`config.mk`:
```
export PLATFORM = sky130hd
export DESIGN_NAME = ascon_perm_sched
export DESIGN_NICKNAME = d
export VERILOG_FILES = /design/src/rtl/ascon_perm_sched.sv
export SDC_FILE = /design/constraint.sdc
export NUM_CORES = 1
export LEC_CHECK = 0
export CAP_MARGIN = 10
export CORE_AREA = 2 2 377 379
export DETAILED_ROUTE_END_ITERATION = 10
export DIE_AREA = 0 0 379 381
export GPL_ROUTABILITY_DRIVEN = 1
export SYNTH_ARGS = -nofsm -noshare
export SYNTH_HDL_FRONTEND = slang
export SYNTH_SLANG_ARGS = --single-unit
```
`constraint.sdc`:
```
create_clock -name clock_i -period 1.63 [get_ports clock_i]
set_input_delay 0.163 -clock clock_i [delete_from_list [all_inputs] [get_ports clock_i]]
set_output_delay 0.163 -clock clock_i [all_outputs]
set_load 0.05 [all_outputs]
```
`src/rtl/ascon_perm_sched.sv`:
```
// ascon_perm_sched: round scheduler for the Ascon permutation.
// Holds the 320-bit state and drives an external single-round datapath
// once per clock, running p^a or p^b rounds per accepted request.
// State words are packed with word0 in bits [63:0] and word4 in bits [319:256].
module ascon_perm_sched #(
  parameter int unsigned NB_ROUNDS_A = 12,
  parameter int unsigned NB_ROUNDS_B = 6
) (
  input  logic         clock_i,
  input  logic         reset_i,
  input  logic         start_i,
  input  logic         rounds_sel_i,
  input  logic [319:0] state_i,
  input  logic [319:0] round_result_i,
  output logic [319:0] perm_state_o,
  output logic [7:0]   round_cst_o,
  output logic         busy_o,
  output logic         done_o
);

  typedef enum logic [1:0] {
    S_IDLE = 2'd0,
    S_RUN  = 2'd1,
    S_DONE = 2'd2
  } fsm_t;

  // The last round always has index NB_ROUNDS_A-1; p^b simply starts later.
  localparam logic [3:0] CTR_LAST    = 4'(NB_ROUNDS_A - 1);
  localparam logic [3:0] CTR_START_B = 4'(NB_ROUNDS_A - NB_ROUNDS_B);

  fsm_t         fsm_q, fsm_d;
  logic [3:0]   ctr_q, ctr_d;
  logic [319:0] state_q, state_d;

  // State, round counter and permutation register, synchronous reset.
  always_ff @(posedge clock_i) begin
    if (reset_i) begin
      fsm_q   <= S_IDLE;
      ctr_q   <= '0;
      state_q <= '0;
    end else begin
      fsm_q   <= fsm_d;
      ctr_q   <= ctr_d;
      state_q <= state_d;
    end
  end

  // Next-state logic: load on start, commit one round per cycle in RUN.
  always_comb begin
    fsm_d   = fsm_q;
    ctr_d   = ctr_q;
    state_d = state_q;
    unique case (fsm_q)
      S_IDLE, S_DONE: begin
        if (start_i) begin
          state_d = state_i;
          ctr_d   = rounds_sel_i ? CTR_START_B : '0;
          fsm_d   = S_RUN;
        end else if (fsm_q == S_DONE) begin
          fsm_d = S_IDLE;
        end
      end
      S_RUN: begin
        state_d = round_result_i;
        if (ctr_q == CTR_LAST) begin
          fsm_d = S_DONE;
        end else begin
          ctr_d = ctr_q + 4'd1;
        end
      end
      default: begin
        fsm_d = S_IDLE;
      end
    endcase
  end

  assign perm_state_o = state_q;
  assign round_cst_o  = {4'hF - ctr_q, ctr_q};
  assign busy_o       = (fsm_q == S_RUN);
  assign done_o       = (fsm_q == S_DONE);

endmodule
```
Word-level counts from Yosys, hierarchy flattened
Index checks and enable logic that the tools add are counted.

Output and inout port bits: 330. Flip-flop bits (word level): 326.

Mux-type cells: 10. $add $sub $neg: 2. Equality and inequality tests: 7. Reductions and logical operators: 6.

Operators with widths (number): 320-bit case mux with 2 select lines (1); 320-bit 2-to-1 mux (1); 4-bit 2-to-1 mux (2); 4-bit case mux with 2 select lines (1); 2-bit 2-to-1 mux (3); 4-bit by 1-bit adder with 4-bit output (second input constant) (1); 4-bit == test (second input constant) (1); 2-bit inequality test (second input constant) (2); 2-bit case mux with 2 select lines (1); 2-bit AND reduction (2); 4-bit subtractor (first input constant) (1); 3-bit 2-to-1 mux (1); 3-bit inequality test (second input constant) (1); 3-bit AND reduction (1); 2-bit by 1-bit == test with 1-bit output (second input constant) (1); 2-bit == test (second input constant) (1); 2-bit zero test (1); 2-bit by 1-bit inequality test with 1-bit output (second input constant) (1); 2-bit nonzero test (1); 2-bit OR reduction (1).

Depth between registers and ports, before layout
Depth after elaboration: 4. Depth in mapped cells: 7.

Least setup slack after synthesis
No wires, ideal clock.

Path kind: reg-to-reg. Start: register ctr_q[1]. End: register ctr_q[2]. Data arrival time: 1.633 ns. Period minus slack after synthesis: 1.748 ns. Setup slack: -0.118 ns. Buffers on the path: 0. Stages on the path, launching flop included: 6. Cell sequence: dfxtp_1 > ha_1 > nand3b_1 > a21oi_1 > a21oi_1 > o21ba_2.

Longest elaborated chain between the ends: 3.

Ends and longest elaborated chain: start, declared (line 32) `logic [3:0] ctr_q, ctr_d;`; start signal, assigned (line 43) `ctr_q <= ctr_d;`; 4-bit by 1-bit adder with 4-bit output / 4-bit == test (equally long branches) (line 68, 65); 4-bit 2-to-1 mux / 2-bit inequality test (equally long branches); 4-bit case mux with 2 select lines / 3-bit AND reduction (equally long branches).

Several ways; a longest one is shown, not always the timed one. The select of a mux whose other input is x is not followed. A chain may end at the register's enable or synchronous reset.

Worst setup path in the final report
Start: register fsm_q[1]. End: output busy_o.

Longest elaborated chain between the ends: 1.

Ends and longest elaborated chain: start, declared (line 31) `fsm_t fsm_q, fsm_d;`; start signal, assigned (line 42) `fsm_q <= fsm_d;`; 2-bit by 1-bit == test with 1-bit output (line 79) `assign busy_o = (fsm_q == S_RUN);`; end, declared (line 17) `output logic busy_o,`.

Every way passes these cells.

==> results.cfg <==
[power_and_ir_drop]
p_per_area_nw_per_um2 = 966.7
power_mw = 29.56
p_leak_nw = 11.45
irDropWorstVdd_uv = 754.7

[setup_path]
start_kind = register
worst_path_max_delay_cell = dfxtp_2
rr_worst_depth = 6
path_buf_inv = 3
crit_family = buffers and inverters
crit_required_ns = 1.47
crit_type = reg2out
r2r-end = perm_state_o[163]$_SDFFE_PP0P_
r2r_start = fsm_q[1]$_SDFFE_PP0P_
crit_path_frequent_cell = buf_8
reg2reg_slack_ns = 0
cp.arrival_ns = 1.48
cp_max_fo = 4
max_stage_delay_ns = 0.32
crit_chain = nand2b_4 > clkinv_16 > buf_8 > buf_8
endpoint_kind = output port

[clock_tree]
path_clk_slew_ns = 0.06
cts_tree = done
cts_made_buffers = 44
cts_root_buf = clkbuf_16
insertion_delay_ns = 0.60
cts_max_path_buffers = 3
cts_sinks = 326
htreeDepth = 2

[die]
die_x_um = 379
core_area_um2 = 140600
die_area_um2 = 144400
die_h_um = 381
rows = 138
ios = 974
initial_core_util = 0.1130

[synthesis]
synth.distinct_cells = 26
synthFlopType = dfxtp_1
ys_warn_count = 0
synth-edff-count = 0
yosysSeqAreaShare = 0.4109
synth_fp_nets = 2463
async_flop_share = 0
ys_seq_elements = 326
netlist_instances = 1818
syn_avg_cell_area_um2 = 8.736
syn-cell-area_um2 = 15880

[final_layout]
final_common_cell = clkdlybuf4s50_1
stdcell_count = 4781
layout_common_cells = 642 x clkdlybuf4s50_1, 602 x nand2_1, 417 x buf_4
regArea_um2 = 6531
num-nets-final = 3495
multi_input_area_um2 = 8556
post-route-util = 0.2175
drive_gt1_frac = 0.3225
syn_to_final_growth_pct = 92.52
fillCellCount = 15440

[route]
wl_per_cell_um = 23.90
drt_pre_antenna_iters = 5
drc = 0
via_count = 18392
drt_iter0_drc = 999
final_antenna_net_count = 0
wl_mm = 114.3
viasPerCell = 3.847

[timing]
hold_viol_final = 0
period_minus_slack_ns = 1.641
setup_viol = 1
worst_slew_pin_slew_ns = 0.4156
relSlewSlack = 0.7219
skew_ns = 0.02803
rsz0062_at_grt = yes
fin_setup_tns_ns = -0.01086
period_share = 1.007
fmax_ghz = 0.6094
slew_violations = 0
fin_ws_ns = -0.01086

[global_routing]
grt_max_degree = 44
grt_pass1_vias = 17466
antenna_found_initial = 75
track_usage = 0.1434
grt_pass1_wl_mm = 145.0
grt_overflow = 0

[hold_path]
min_path_type = in2reg
worstHoldEndpoint = perm_state_o[286]$_SDFFE_PP0P_
hp-start = round_result_i[286]
hold_depth = 3

[placement]
pre_cts_slack_ns = -0.1373
io_buffers = 973
gp_congestion = 0.9621
place_inst = 4650
dp_hpwl_mm = 88.48

[run_status]
status = complete, but fails checks
violations = negative setup slack

[flow_run]
max_cap_violations = 0
[timing repair]
| action | in CTS | in global routing |
|---|---|---|
| gates cloned | 4 | 28 |
| pin swaps | 0 | 82 |
| gates resized for setup | 44 | 125 |
| setup endpoints to repair | 54 | 286 |
| endpoints found under the hold margin | 8 | 0 |
| buffers inserted | 4 | 8 |
| hold buffers | 1 | 0 |
[synthesized netlist by cell type, drive strengths merged (2+ instances only)]
master,n,area share
clkbuf,33,0.0078
a21oi,4,0.0013
nor3,2,0.00063
dfxtp,326,0.41
nand2b,3,0.0012
nor2,322,0.076
nand2,644,0.15
nand3,2,0.00063
a311oi,320,0.28
a31oi,2,0.00079
buf,146,0.062
a211oi,2,0.00095
inv,4,0.00095
[tightest hold or removal path: stages]
cell and delay [ns]:
clkdlybuf4s50_1 0.40, nand2_1 0.05, a311oi_1 0.07
[flip-flops by register name, indices dropped and copies added (netlist names)]
| name | flops |
|---|---|
| ctr_q | 4 |
| perm_state_o | 320 |
| fsm_q | 2 |
[layer usage]
layer / wire length, µm / GRT usage / vias up
met5: 71 / 0 / -
met4: 2797 / 0.03079 / 12
met3: 8443 / 0.03720 / 200
met2: 52020 / 0.2301 / 876
met1: 50930 / 0.1915 / 8872
li1: - / - / 8432
[per-stage QoR]
step           cell area [µm²]  hold slack [ns]
2_1_floorplan            15880           0.3220
3_3_place_gp             27590           0.4697
3_5_place_dp             27590           0.4735
4_1_cts                  29350          0.06389
5_1_grt                  30570          0.08285
6_report                 30580           0.1320
[cells by family after synthesis]
family | after synthesis | synth area share
compound gates | 330 | 0.2850
fa+ha+maj | 1 | 0.0007877
buf+inv | 184 | 0.07083
flops | 326 | 0.4109
simple gates | 977 | 0.2325
[worst max-delay path by stage]
stage               slack (ns)             startpoint                        endpoint  depth (start not counted)
floorplan                 0.07  ctr_q[2]$_SDFFE_PP0P_           ctr_q[2]$_SDFFE_PP0P_                          4
global placement         -0.14                start_i   perm_state_o[21]$_SDFFE_PP0P_                          6
detailed placement       -0.14                start_i   perm_state_o[24]$_SDFFE_PP0P_                          6
CTS                      -0.05  fsm_q[1]$_SDFFE_PP0P_                          busy_o                          4
global route             -0.11  fsm_q[1]$_SDFFE_PP0P_  perm_state_o[218]$_SDFFE_PP0P_                          6
finish                   -0.01  fsm_q[1]$_SDFFE_PP0P_                          busy_o                          4
[layout make-up]
cell class,count,area share
repair buffers,1165,0.3790
multi-input cells,1308,0.2798
flip-flops and latches,326,0.2136
well taps,1890,0.07734
clock buffers,67,0.04350
clock inverters,13,0.004665
inverters,5,0.001473
diodes,7,0.0005729
[power by group]
group          switching [mW]  internal [mW]
logic                    6.03           4.19
clock network            4.09           5.95
registers               0.545           8.75
No activity file was read; power rests on OpenSTA's default activity.
